==> src/rtl/scoreboard_ctrl.sv <==
// scoreboard_ctrl: RAW-hazard scoreboard with one saturating pending-write counter per GPR,
// issue squash, fence/drain FSM and sticky error flags. Define HAZARD_BYPASS_EN to clear hazards in the WB cycle.
module scoreboard_ctrl #(
   parameter int NbGpr       = 32,
   parameter int RfAddrWidth = $clog2(NbGpr),
   parameter int BusyWidth   = 2,
   parameter int NbSrc       = 2,
   parameter int NbWb        = 1
) (
   input  logic                         clk_i,
   input  logic                         rst_i,
   input  logic                         issue_valid_i,
   input  logic                         issue_ready_i,
   input  logic                         issue_rd_we_i,
   input  logic [RfAddrWidth-1:0]       issue_rd_i,
   input  logic                         flush_i,
   input  logic [NbSrc*RfAddrWidth-1:0] src_addr_i,
   output logic [NbSrc-1:0]             src_dirty_o,
   output logic                         stall_o,
   input  logic [NbWb-1:0]              wb_valid_i,
   input  logic [NbWb*RfAddrWidth-1:0]  wb_rd_i,
   input  logic                         fence_req_i,
   output logic                         fence_ack_o,
   output logic                         busy_o,
   output logic [1:0]                   err_o
);

   localparam int CntMax = 2**BusyWidth - 1;
   localparam int DecW   = $clog2(NbWb + 1);
   localparam int SumW   = BusyWidth + DecW + 2;
   localparam logic signed [SumW-1:0] CntMaxS = SumW'(CntMax);

   typedef enum logic [1:0] {ST_IDLE, ST_DRAIN, ST_ACK} state_t;

   state_t                    r_state, w_state_nxt;
   logic [BusyWidth-1:0]      r_cnt [NbGpr];
   logic [1:0]                r_err;
   logic [DecW-1:0]           w_dec [NbGpr];
   logic signed [SumW-1:0]    w_sum [NbGpr];
   logic [BusyWidth-1:0]      w_cnt_nxt [NbGpr];
   logic [NbGpr-1:0]          w_inc, w_udf, w_ovf;
   logic [RfAddrWidth-1:0]    w_src_addr [NbSrc];
   logic                      w_busy, w_rd_sat, w_alloc;

   // Clamp a signed counter update back into the 0..CntMax range.
   function automatic logic [BusyWidth-1:0] sat_cnt(input logic signed [SumW-1:0] v);
      if (v < 0)
         sat_cnt = '0;
      else if (v > CntMaxS)
         sat_cnt = '1;
      else
         sat_cnt = v[BusyWidth-1:0];
   endfunction

   always_comb begin
      for (int r = 0; r < NbGpr; r++) begin
         w_dec[r] = '0;
         for (int p = 0; p < NbWb; p++) begin
            if (r != 0 && wb_valid_i[p] &&
                wb_rd_i[p*RfAddrWidth +: RfAddrWidth] == RfAddrWidth'(r))
               w_dec[r] = w_dec[r] + DecW'(1);
         end
      end
   end

   always_comb begin
      w_busy = 1'b0;
      for (int r = 0; r < NbGpr; r++) begin
         if (r_cnt[r] != '0)
            w_busy = 1'b1;
      end
   end

   // Source hazard lookup is purely combinational from the current counters.
   always_comb begin
      for (int k = 0; k < NbSrc; k++) begin
         w_src_addr[k]  = src_addr_i[k*RfAddrWidth +: RfAddrWidth];
         src_dirty_o[k] = (w_src_addr[k] != '0) && (r_cnt[w_src_addr[k]] != '0);
`ifdef HAZARD_BYPASS_EN
         if (int'(r_cnt[w_src_addr[k]]) == int'(w_dec[w_src_addr[k]]))
            src_dirty_o[k] = 1'b0;
`endif
      end
   end

   assign w_rd_sat = issue_valid_i & issue_rd_we_i & (&r_cnt[issue_rd_i]);
   assign stall_o  = (|src_dirty_o) | w_rd_sat | (r_state != ST_IDLE);
   assign w_alloc  = issue_valid_i & issue_ready_i & ~stall_o & ~flush_i &
                     issue_rd_we_i & (issue_rd_i != '0);

   always_comb begin
      w_udf = '0;
      w_ovf = '0;
      for (int r = 0; r < NbGpr; r++) begin
         w_inc[r]     = w_alloc && (issue_rd_i == RfAddrWidth'(r));
         w_sum[r]     = $signed(SumW'(r_cnt[r])) + $signed(SumW'(w_inc[r])) -
                        $signed(SumW'(w_dec[r]));
         w_cnt_nxt[r] = sat_cnt(w_sum[r]);
         w_udf[r]     = (w_sum[r] < 0);
         w_ovf[r]     = (w_sum[r] > CntMaxS);
      end
   end

   always_ff @(posedge clk_i or posedge rst_i) begin
      if (rst_i) begin
         for (int r = 0; r < NbGpr; r++)
            r_cnt[r] <= '0;
         r_err   <= '0;
         r_state <= ST_IDLE;
      end else begin
         r_cnt[0] <= '0;
         for (int r = 1; r < NbGpr; r++)
            r_cnt[r] <= w_cnt_nxt[r];
         r_err   <= r_err | {(|w_ovf), (|w_udf)};
         r_state <= w_state_nxt;
      end
   end

   // Fence: a request is latched into DRAIN; ACK follows once the table is seen empty.
   always_comb begin
      w_state_nxt = r_state;
      fence_ack_o = 1'b0;
      case (r_state)
         ST_IDLE:  if (fence_req_i) w_state_nxt = ST_DRAIN;
         ST_DRAIN: if (!w_busy) w_state_nxt = ST_ACK;
         ST_ACK: begin
            fence_ack_o = 1'b1;
            w_state_nxt = ST_IDLE;
         end
         default:  w_state_nxt = ST_IDLE;
      endcase
   end

   assign busy_o = w_busy;
   assign err_o  = r_err;

endmodule

==> config.mk <==
export PLATFORM = sky130hd
export DESIGN_NAME = scoreboard_ctrl
export DESIGN_NICKNAME = d
export VERILOG_FILES = /design/src/rtl/scoreboard_ctrl.sv
export SDC_FILE = /design/constraint.sdc
export NUM_CORES = 1
export LEC_CHECK = 0
export CORE_UTILIZATION = 60
export DETAILED_ROUTE_END_ITERATION = 8
export HOLD_SLACK_MARGIN = 0.02
export PLACE_DENSITY = 0.79
export SKIP_CTS_REPAIR_TIMING = 1
export SYNTH_ARGS = -nofsm -noshare
export SYNTH_HDL_FRONTEND = slang
export SYNTH_SLANG_ARGS = --single-unit
==> constraint.sdc <==
create_clock -name clk_i -period 4.55 [get_ports clk_i]
set_clock_uncertainty 0.2 [all_clocks]
set_input_delay 0.455 -clock clk_i [delete_from_list [all_inputs] [get_ports clk_i]]
set_output_delay 0.455 -clock clk_i [all_outputs]
set_load 0.02 [all_outputs]
== Word-level counts from Yosys, hierarchy flattened ==
Cells that the tools add are included.
Storage, ports and cells
  register bits after elaboration: 66
  output and inout port bits: 7
Cells by class
  $add $sub $neg: 62
  $lt $le $gt $ge: 67
  equal/unequal tests: 66
  multiplexer cells: 137
  bitwise gates (word level): 15
  reduce and logical (&&, ||, !) cells: 109
Operators by type and width (number)
  5-bit == test (second input constant): 32
  2-bit two-way mux: 70
  4-bit by 3-bit > comparator with 1-bit output (second input constant): 31
  4-bit by 1-bit < comparator with 1-bit output (second input constant): 31
  3-bit by 1-bit subtractor with 4-bit output: 31
  2-bit by 1-bit adder with 3-bit output: 31
  5-bit by 4-bit == test with 1-bit output (second input constant): 16
  2-bit nonzero test: 34
  1-bit logical AND: 65
  32-bit OR reduction: 2
  1-bit two-way mux: 63
  5-bit by 3-bit == test with 1-bit output (second input constant): 8
  2-bit binary-select mux with 5-bit select: 3
  5-bit by 2-bit == test with 1-bit output (second input constant): 4
  6-bit >= comparator (second input constant): 3
  5-bit inverter with 6-bit output: 3
  5-bit nonzero test: 3
  5-bit by 1-bit == test with 1-bit output (second input constant): 2
  1-bit AND: 7
  5-bit zero test: 1
  2-bit inequality test (second input constant): 2
  2-bit one-hot mux with 2 select lines: 1
  2-bit AND reduction: 2
  2-bit by 1-bit == test with 1-bit output (second input constant): 1
  8 further kinds: 10

== Logic depth before layout (Yosys ltp) ==
Gate-level depths: netlist of run 1.
  word-level depth: 34
  mapped depth: 19
  depth with buffers taken out: 16

== Worst setup path before layout of run 1 ==
OpenSTA, ideal clock, no wires.
  path kind: input to register
  start point: in issue_rd_i[3]
  end point: reg r_err[1] (netlist: err_o[1])
  setup time: 0.139 ns
  arrival: 4.251 ns
  required time: 4.211 ns
  path slack: -0.040 ns
  stages on the path: 17
  buffers on the path: 3
  cells stage by stage: clkbuf_1 -> clkbuf_1 -> mux4_2 -> mux4_2 -> a22oi_2 -> buf_2 -> nand3_1 -> ha_1 -> inv_1 -> ha_1 -> fa_1 -> xnor2_1 -> nor2b_1 -> a21oi_1 -> and3_1 -> nand4_1 -> or4_1
On the way
  word-level cells in the longest chain between the ends: 19
  elaborated cells on any way between the ends: 174
  those cells by class: add/sub: 62; order compare: 32; eq/ne: 31; mux: 3; bitwise: 10; reduce/logical: 36
Ends and longest elaborated chain
  start, declared: RTL line 15  | input logic [RfAddrWidth-1:0] issue_rd_i,
  5-bit inverter with 6-bit output (not written as such): RTL line 86  | assign w_rd_sat = issue_valid_i & issue_rd_we_i & (&r_cnt[issue_rd_i]);
  2-bit binary-select mux with 5-bit select: RTL line 86
  2-bit two-way mux (not written as such) (2 in a row): RTL line 86
  2-bit AND reduction: RTL line 86
  1-bit AND: RTL line 86
  1-bit bitwise OR (2 in a row): RTL line 87  | assign stall_o = (|src_dirty_o) | w_rd_sat | (r_state != ST_IDLE);
  1-bit inverter: RTL line 88  | assign w_alloc = issue_valid_i & issue_ready_i & ~stall_o & ~flush_i &
  1-bit AND (3 in a row): RTL line 88
  1-bit AND: RTL line 89  | issue_rd_we_i & (issue_rd_i != '0);
  1-bit logical AND: RTL line 95  | w_inc[r] = w_alloc && (issue_rd_i == RfAddrWidth'(r));
  2-bit by 1-bit adder with 3-bit output: RTL line 96  | w_sum[r] = $signed(SumW'(r_cnt[r])) + $signed(SumW'(w_inc[r])) -
  3-bit by 1-bit subtractor with 4-bit output: RTL line 96
  4-bit by 3-bit > comparator with 1-bit output: RTL line 100  | w_ovf[r] = (w_sum[r] > CntMaxS);
  32-bit OR reduction (*): RTL line 114  | r_err <= r_err | {(|w_ovf), (|w_udf)};
  2-bit bitwise OR (*): RTL line 114
  end signal, assigned: RTL line 114
  end, declared: RTL line 37  | logic [1:0] r_err;
Every way passes the cells marked *; elsewhere a longest branch is shown, timed or not. The select of a mux whose other input is x is not followed.
A chain may end at the register's enable or synchronous reset.

== Worst setup path in the final report of run 1 ==
  start point: reg r_cnt[40] (netlist name)
  end point: reg r_err[1] (netlist: err_o[1])
On the way
  word-level cells in the longest chain between the ends: 19
  elaborated cells on any way between the ends: 151
  those cells by class: add/sub: 62; order compare: 32; mux: 9; bitwise: 9; reduce/logical: 39
Ends and longest elaborated chain
  start, declared: RTL line 36  | logic [BusyWidth-1:0] r_cnt [NbGpr];
  start signal, assigned by index: RTL line 113  | r_cnt[r] <= w_cnt_nxt[r];
  2-bit binary-select mux with 5-bit select: RTL line 78  | src_dirty_o[k] = (w_src_addr[k] != '0) && (r_cnt[w_src_addr[k]] != '0);
  2-bit two-way mux (not written as such) (2 in a row): RTL line 78
  2-bit nonzero test: RTL line 78
  1-bit logical AND: RTL line 78
  2-bit OR reduction: RTL line 87
  1-bit bitwise OR (2 in a row): RTL line 87
  1-bit inverter: RTL line 88
  1-bit AND (3 in a row): RTL line 88
  1-bit AND: RTL line 89
  1-bit logical AND: RTL line 95
  2-bit by 1-bit adder with 3-bit output: RTL line 96
  3-bit by 1-bit subtractor with 4-bit output: RTL line 96
  4-bit by 3-bit > comparator with 1-bit output: RTL line 100
  32-bit OR reduction (*): RTL line 114
  2-bit bitwise OR (*): RTL line 114
Marked as above.

==> results of run 1 <==
## per-stage QoR
step / instance area, um2 / hold slack (ns) / total power [mW] / instances / worst slack (ns)
floorplan: 7572 / 0.3122 / 1.366 / 806 / 0.07690
global placement: 9661 / 0.3679 / 1.835 / 1200 / -0.7588
detailed placement: 9661 / 0.3961 / 1.888 / 1200 / -0.9068
CTS: 9948 / 0.3818 / 2.604 / 1215 / -0.5714
global route: 10300 / 0.4365 / 2.820 / 1227 / -0.3112
finish: 10300 / 0.3595 / 2.711 / 1228 / -0.2003
## power by group
| group | internal (mW) | total [mW] | switching [mW] |
|---|---|---|---|
| Sequential | 0.679 | 0.804 | 0.124 |
| Clock | 0.437 | 0.711 | 0.273 |
| Combinational | 0.548 | 1.20 | 0.649 |
| Total | 1.66 | 2.71 | 1.05 |
## cell families after synthesis
group / after synthesis / share of synthesized area, %
buf+inv: 182 / 9.552
simple gates: 282 / 18.54
flops: 66 / 21.81
mux: 28 / 7.685
compound gates: 62 / 7.057
fa+ha+maj: 155 / 31.76
xor+xnor: 31 / 3.586
## worst reg2reg max path, stage by stage (launching register included)
cell and delay (ns):
dfrtp_1 0.41, nor2_1 0.23, buf_4 0.17, a211oi_1 0.07
or4_1 0.42, o2111a_2 0.22, a22oi_2 0.33, buf_6 0.19
buf_4 0.12, nand4_1 0.11, ha_1 0.30, inv_1 0.04
ha_1 0.20, fa_1 0.39, xnor2_1 0.18, a22oi_1 0.21
and3_1 0.22, nand4_1 0.17, or4_1 0.43
## sequential cells by signal (all words and copies together), names as in the netlist
signal   cells
r_cnt       62
err_o        2
r_state      2
## cells in the final DEF, fill, tap and decap left out, types with 24 or more instances in the layout
master / count
buf_4: 211
inv_1: 161
nor2_1: 92
ha_1: 90
dfrtp_1: 65
fa_1: 54
nand2_1: 36
nand4_1: 29
xnor2_1: 28
clkdlybuf4s50_1: 27
nor2b_1: 25
mux4_2: 24
## layout make-up
type,count,area [um2],area share [%]
inverter,162,608.1,5.902
clock buffer,13,250.2,2.429
clock inverter,2,37.54,0.3643
sequential,66,1653,16.04
multi-input combinational,558,5390,52.31
tap,168,210.2,2.040
antenna,1,2.502,0.02429
timing repair buffer,258,2152,20.89
## per-layer routing
layer,share of wire [%],wire [um]
met2,45,12390
met5,0,0
met4,7.1,1942
met3,11,3110
met1,36,9908
## worst min path at each step
| stage | end | slack [ns] |
|---|---|---|
| after floorplan | r_state[0] | 0.31 |
| after global placement | r_state[0] | 0.37 |
| after detailed placement | r_state[0] | 0.40 |
| after CTS | r_cnt[27] | 0.38 |
| after global routing | r_cnt[26] | 0.44 |
| final | r_cnt[27] | 0.36 |
## synth_stat cells (4+ instances only)
cell type    n
nor2b_1     26
ha_1        93
a211oi_1     6
buf_2        7
nand3_1     23
xnor2_1     31
nand2_1     36
dfrtp_1     66
nand2b_1    22
inv_1      162
clkbuf_1     7
nor3_1      22
o21a_1      17
fa_1        62
mux4_2      24
nand4_1     29
a21oi_1      8
nor4_1       8
a22oi_1      8
nor2_1      99
and4_1       4
==> Implementation_results.wiki, run 1 <==
{| class="wikitable"
! Metric !! Value
|-
| Crit path kind || reg -> reg
|-
| Post-synth net total || 989
|-
| Area of the die || 0.01307 mm2
|-
| Layer with the highest usage || met2
|-
| End point of the critical path || err_o[1]
|-
| Area growth, synth to finish || 36.09%
|-
| Reported max-cap violation count || 0
|-
| Wire length after detailed routing || 27350 um
|-
| RSZ-0062 raised after global routing || yes
|-
| Area share of the largest cell type after synthesis || 21.81%
|-
| Leading cell types by total area after synthesis || dfrtp_1, fa_1, ha_1
|-
| Final TNS setup || -0.2003 ns
|-
| Global-route wire length before repair || 40320 um
|-
| Capture instance of the worst register-to-register path || err_o[1]
|-
| Nets@finish || 1238
|-
| Hold Vio Cnt, Final || 0
|-
| GRT met3 Usage || 10.53%
|-
| Die height || 114.3 um
|-
| Core region area || 0.01216 mm2
|-
| Via count of the first global-routing pass || 7452
|-
| Global-route met2 utilization || 69.01%
|-
| 1st-iter DRT viols || 789
|-
| Port Buf Inserts || 34
|-
| Number of rows created at floorplan || 40
|-
| Max Root-Sink Buffers || 2
|-
| Cell depth of the worst flop-to-flop path || 18
|-
| Slew of the pin with the lowest slew margin || 0.7452 ns
|-
| Data arrival, critical path || 4.77 ns
|-
| RD Place Congestion || 1.090
|-
| Hold Path Class || in -> async
|-
| Critical path peak fanout || 8
|-
| HPWL after detailed placement || 21240 um
|-
| Root cell of the clock tree || clkbuf_16
|-
| Critical path depth in cells || 18
|-
| CTS clock-pin slew for the worst setup and hold paths || 0.06 ns
|-
| Number of unique standard cell types used by synthesis || 53
|-
| Residual DRC count || 0
|-
| Violations in the final reports || setup timing
|-
| Count of pins over their slew limit || 0
|-
| Largest stage delay, worst path || 0.43 ns
|-
| Critical path's top delay family || simple AND/OR/NAND/NOR gates
|-
| Number of search-and-repair iterations in the first detailed-routing pass || 6
|-
| Total gr overflow || 0
|-
| Power density relative to cell area || 263.1 mW/mm2
|-
| Register bit count reported by yosys || 66
|-
| Final-report setup violation count || 1
|-
| Largest net degree at the start of global routing || 36
|-
| Ports || 35
|-
| Result of the run || complete, but fails checks
|-
| Clock tree from TritonCTS || built
|-
| Warning count from the yosys run || 0
|-
| Post-layout utilization of the core || 84.72%
|-
| Synthesized area per cell || 9.393 um2
|-
| Flip-flop cell with the highest count after synthesis || dfrtp_1
|-
| Post-route clock period utilization || 104.4%
|-
| Setup slack of the worst register-to-register path || -0.20 ns
|-
| TritonCTS sink count || 66
|-
| Worst R2R Start || r_cnt[40]
|-
| Area leader, netlist || dfrtp_1
|-
| Width of the die || 114.3 um
|-
| Number of H-tree levels || 3
|-
| Number of instances in the synthesized netlist || 806
|-
| Crit path buf inv count || 4
|-
| Slowest library cell on the worst path || or4_1
|-
| Crit-path cells || nor2_1, buf_4, a211oi_1, or4_1, o2111a_2, a22oi_2, buf_6, buf_4, nand4_1, ha_1, inv_1, ha_1, fa_1, xnor2_1, a22oi_1, and3_1, nand4_1, or4_1
|-
| Fraction of registers with async set or reset after synthesis || 100.0%
|-
| Share of layout cells above drive strength 1 || 29.27%
|-
| Aggregate global-route resource usage || 42.59%
|-
| Peak Freq || 210.5 MHz
|-
| Clk Latency, worst-skew pair || 0.34 ns
|-
| Routed wire length per instance || 22.27 um
|-
| Worst slew margin relative to its limit || 50.25%
|-
| Global routing usage on met1 || 52.93%
|-
| Share of synthesized area occupied by flip-flops and latches || 21.81%
|-
| Maximum VDD drop || 0.2246 mV
|-
| Starting Density || 62.25%
|-
| Number of enable flip-flop cells after synthesis || 0
|-
| Synthesized cell area || 0.007571 mm2
|-
| Worst Path Required || 4.57 ns
|-
| Number of buffers created by CTS || 9
|-
| Number of antenna violations at the first check in global routing || 1
|-
| Static power due to leakage || 4.810 nW
|-
| Worst setup margin || -0.2003 ns
|-
| Filler cells || 692
|-
| Drt via density || 5.984
|-
| Sort of element at the end of the critical path || flop
|-
| Count of antenna-violating nets left after detailed routing || 0
|-
| CP Launch Type || flop
|-
| Source of the critical timing path || r_cnt[40]
|-
| Total via count after detailed routing || 7348
|-
| Minimum period implied by the final worst setup slack || 4.750 ns
|}
(Power assumes the default switching activity.)
==> run 2, diff against run 1 <==
--- a/config.mk
+++ b/config.mk
@@ -10,6 +10,7 @@
 export HOLD_SLACK_MARGIN = 0.02
 export PLACE_DENSITY = 0.79
 export SKIP_CTS_REPAIR_TIMING = 1
+export SKIP_LAST_GASP = 1
 export SYNTH_ARGS = -nofsm -noshare
 export SYNTH_HDL_FRONTEND = slang
 export SYNTH_SLANG_ARGS = --single-unit
==> run 2 against run 1 <==
The flow still finishes with violations (setup timing). Clock power hardly changed. Core utilization is 0.28 points lower. Flip-flop and latch count did not move. Cell count barely moved. Register-to-register slack worse by 0.03 ns. Worst setup slack worse by 0.032 ns. Critical path type is now in -> reg. Critical endpoint unchanged.
==> Implementation_results.wiki, run 2 (same netlist as run 1, synthesis figures left out) <==
{| class="wikitable"
! Metric !! Value
|-
| Number of antenna violations at the first check in global routing || 2 (+1)
|-
| Clk Latency, worst-skew pair || 0.35 ns (about the same)
|-
| Drt via density || 5.956 (-0.46%)
|-
| Critical path peak fanout || 7 (-1)
|-
| Crit path kind || in -> reg
|-
| Worst Path Required || 4.57 ns (about the same)
|-
| Power density relative to cell area || 262.7 mW/mm2 (-0.14%)
|-
| Starting Density || 62.25% (unchanged)
|-
| Count of pins over their slew limit || 0 (unchanged)
|-
| Crit-path cells || dlymetal6s2s_1, clkbuf_16, nor3_1, a21oi_1, a2111oi_4, o32ai_4, buf_6, a2111oi_4, buf_4, nand4_1, ha_1, inv_1, ha_1, fa_1, xnor2_1, nand2b_1, nand4_1, and4b_1, nand4_1, or4_1
|-
| Number of rows created at floorplan || 40 (unchanged)
|-
| Slew of the pin with the lowest slew margin || 0.7612 ns (+0.01604 ns)
|-
| Number of H-tree levels || 3 (unchanged)
|-
| Area of the die || 0.01307 mm2 (unchanged)
|-
| Data arrival, critical path || 4.80 ns (+0.03 ns)
|-
| Filler cells || 702 (+1.4%)
|-
| Post-route clock period utilization || 105.1% (+0.71 points)
|-
| Global-route wire length before repair || 40320 um (unchanged)
|-
| Final-report setup violation count || 1 (unchanged)
|-
| CP Launch Type || primary input
|-
| Area growth, synth to finish || 35.65%
|-
| Highest-count cells in the layout ignoring fill and taps || buf_4, inv_1, nor2_1
|-
| Port Buf Inserts || 34 (unchanged)
|-
| CTS clock-pin slew for the worst setup and hold paths || 0.06 ns (about the same)
|-
| Static power due to leakage || 4.810 nW (about the same)
|-
| Cell repeated most along the worst path || nand4_1
|-
| RSZ-0062 raised after global routing || yes
|-
| Worst slew margin relative to its limit || 49.18% (-1.1 points)
|-
| Capture instance of the worst register-to-register path || err_o[1]
|-
| Cell depth of the worst flop-to-flop path || 18 (unchanged)
|-
| Sort of element at the end of the critical path || flop
|-
| Routed wire length per instance || 22.22 um (-0.24%)
|-
| Reported max-cap violation count || 0 (unchanged)
|-
| Result of the run || complete, but fails checks
|-
| Maximum VDD drop || 0.2242 mV (-0.19%)
|-
| Share of layout cells above drive strength 1 || 28.33% (-0.94 points)
|-
| Nets@finish || 1238 (unchanged)
|-
| Global-route met2 utilization || 69.01% (unchanged)
|-
| Width of the die || 114.3 um (unchanged)
|-
| HPWL after detailed placement || 21240 um (unchanged)
|-
| Peak Freq || 209.1 MHz (-0.67%)
|-
| Global routing usage on met1 || 52.93% (unchanged)
|-
| Largest net degree at the start of global routing || 36 (unchanged)
|-
| Largest stage delay, worst path || 0.43 ns (about the same)
|-
| 1st-iter DRT viols || 878 (+11%)
|-
| Number of search-and-repair iterations in the first detailed-routing pass || 5 (-1)
|-
| Residual DRC count || 0 (unchanged)
|-
| Total gr overflow || 0 (unchanged)
|-
| Worst setup margin || -0.2324 ns (-0.03210 ns)
|-
| Core region area || 0.01216 mm2 (unchanged)
|-
| Count of antenna-violating nets left after detailed routing || 0 (unchanged)
|-
| RD Place Congestion || 1.090 (unchanged)
|-
| Commonest non-fill, non-tap cell in the layout || buf_4
|-
| GRT met3 Usage || 10.53% (unchanged)
|-
| Number of buffers created by CTS || 9 (unchanged)
|-
| Root cell of the clock tree || clkbuf_16
|-
| Biggest register || r_cnt
|-
| Ports || 35 (unchanged)
|-
| End point of the critical path || err_o[1]
|-
| Max Root-Sink Buffers || 2 (unchanged)
|-
| Total via count after detailed routing || 7308 (-0.54%)
|-
| Hold Path Class || in -> async
|-
| Final std cells w/o fill || 1227 (-0.081%)
|-
| Die height || 114.3 um (unchanged)
|-
| Worst-case setup slack after placement || -0.9068 ns (unchanged)
|-
| Final hold slack || 0.3658 ns (+0.006265 ns)
|-
| Worst R2R Start || r_cnt[18]
|-
| Max reg flops || 62 (unchanged)
|-
| Layer with the highest usage || met2
|-
| Antenna diode count || 0 (-1)
|-
| TritonCTS sink count || 66 (unchanged)
|-
| Aggregate global-route resource usage || 42.59% (unchanged)
|-
| Via count of the first global-routing pass || 7452 (unchanged)
|-
| Wire length after detailed routing || 27260 um (-0.33%)
|-
| Minimum period implied by the final worst setup slack || 4.782 ns (+0.03210 ns)
|-
| Slowest library cell on the worst path || a2111oi_4
|-
| Source of the critical timing path || src_addr_i[5]
|-
| Number of placed instances with taps included || 1200 (unchanged)
|-
| Violations in the final reports || setup timing
|-
| Setup slack of the worst register-to-register path || -0.23 ns (-0.03 ns)
|-
| Hold Vio Cnt, Final || 0 (unchanged)
|-
| Clock tree from TritonCTS || built
|}
## run 2: cell count changes in the layout (fill, tap and decap cells not counted), moves of 2 or more
cell  before  now
fa_1      54   57
fa_2       8    5
ha_1      90   92
ha_2       2    0
## run 2: worst max-delay path, delay by kind of cell
kind | cells | cell delay [ns]
buffers and inverters | 5 | 0.81
xor gates and xnor gates | 1 | 0.15
and+or+nand+nor | 7 | 1.52
adders and majority gates | 3 | 0.88
AOI/OAI and AO/OA | 4 | 0.97
## run 2: per-stage QoR
step | utilization [%] | TNS, ns | instance area [um2] | power (mW)
after floorplan | - | 0 | 7572 | 1.366
after global placement | 79.43 | -1.156 | 9661 | 1.835
after detailed placement | 79.43 | -1.636 | 9661 | 1.888
after CTS | 81.80 | -0.8741 | 9948 | 2.604
after global routing | 84.44 | -0.3348 | 10270 | 2.808
final | 84.44 | -0.2324 | 10270 | 2.698
## run 2: final cells by class
type                            instances  area, um2  area share, %
Clock inverter                          2      37.54         0.3655
Clock buffer                           13      250.2          2.437
Timing Repair Buffer                  258       2152          20.96
Sequential cell                        66       1652          16.08
Multi-Input combinational cell        558       5360          52.19
Inverter                              162      608.1          5.921
Tap cell                              168      210.2          2.047
## run 2: metal layers
layer | up-vias | part of all wire [%]
li1 | 3100 | -
met1 | 3531 | 36
met2 | 518 | 45
met3 | 157 | 12
met4 | 2 | 6.8
met5 | - | 0.040
## run 2: worst min path at each step
| stage | end | cells past startpoint | slack, ns | startpoint |
|---|---|---|---|---|
| 4_1_cts | r_cnt[27] | 2 | 0.38 | rst_i |
| 6_report | r_cnt[27] | 2 | 0.37 | rst_i |
| 3_3_place_gp | r_state[0] | 1 | 0.37 | r_state[1] |
| 5_1_grt | r_cnt[26] | 2 | 0.44 | rst_i |
| 2_1_floorplan | r_state[0] | 1 | 0.31 | r_state[1] |
| 3_5_place_dp | r_state[0] | 1 | 0.40 | r_state[1] |
## run 2: where the power goes
| group | switching (mW) | internal (mW) |
|---|---|---|
| registers | 0.124 | 0.679 |
| logic | 0.644 | 0.541 |
| clock network | 0.273 | 0.437 |
| total | 1.04 | 1.66 |
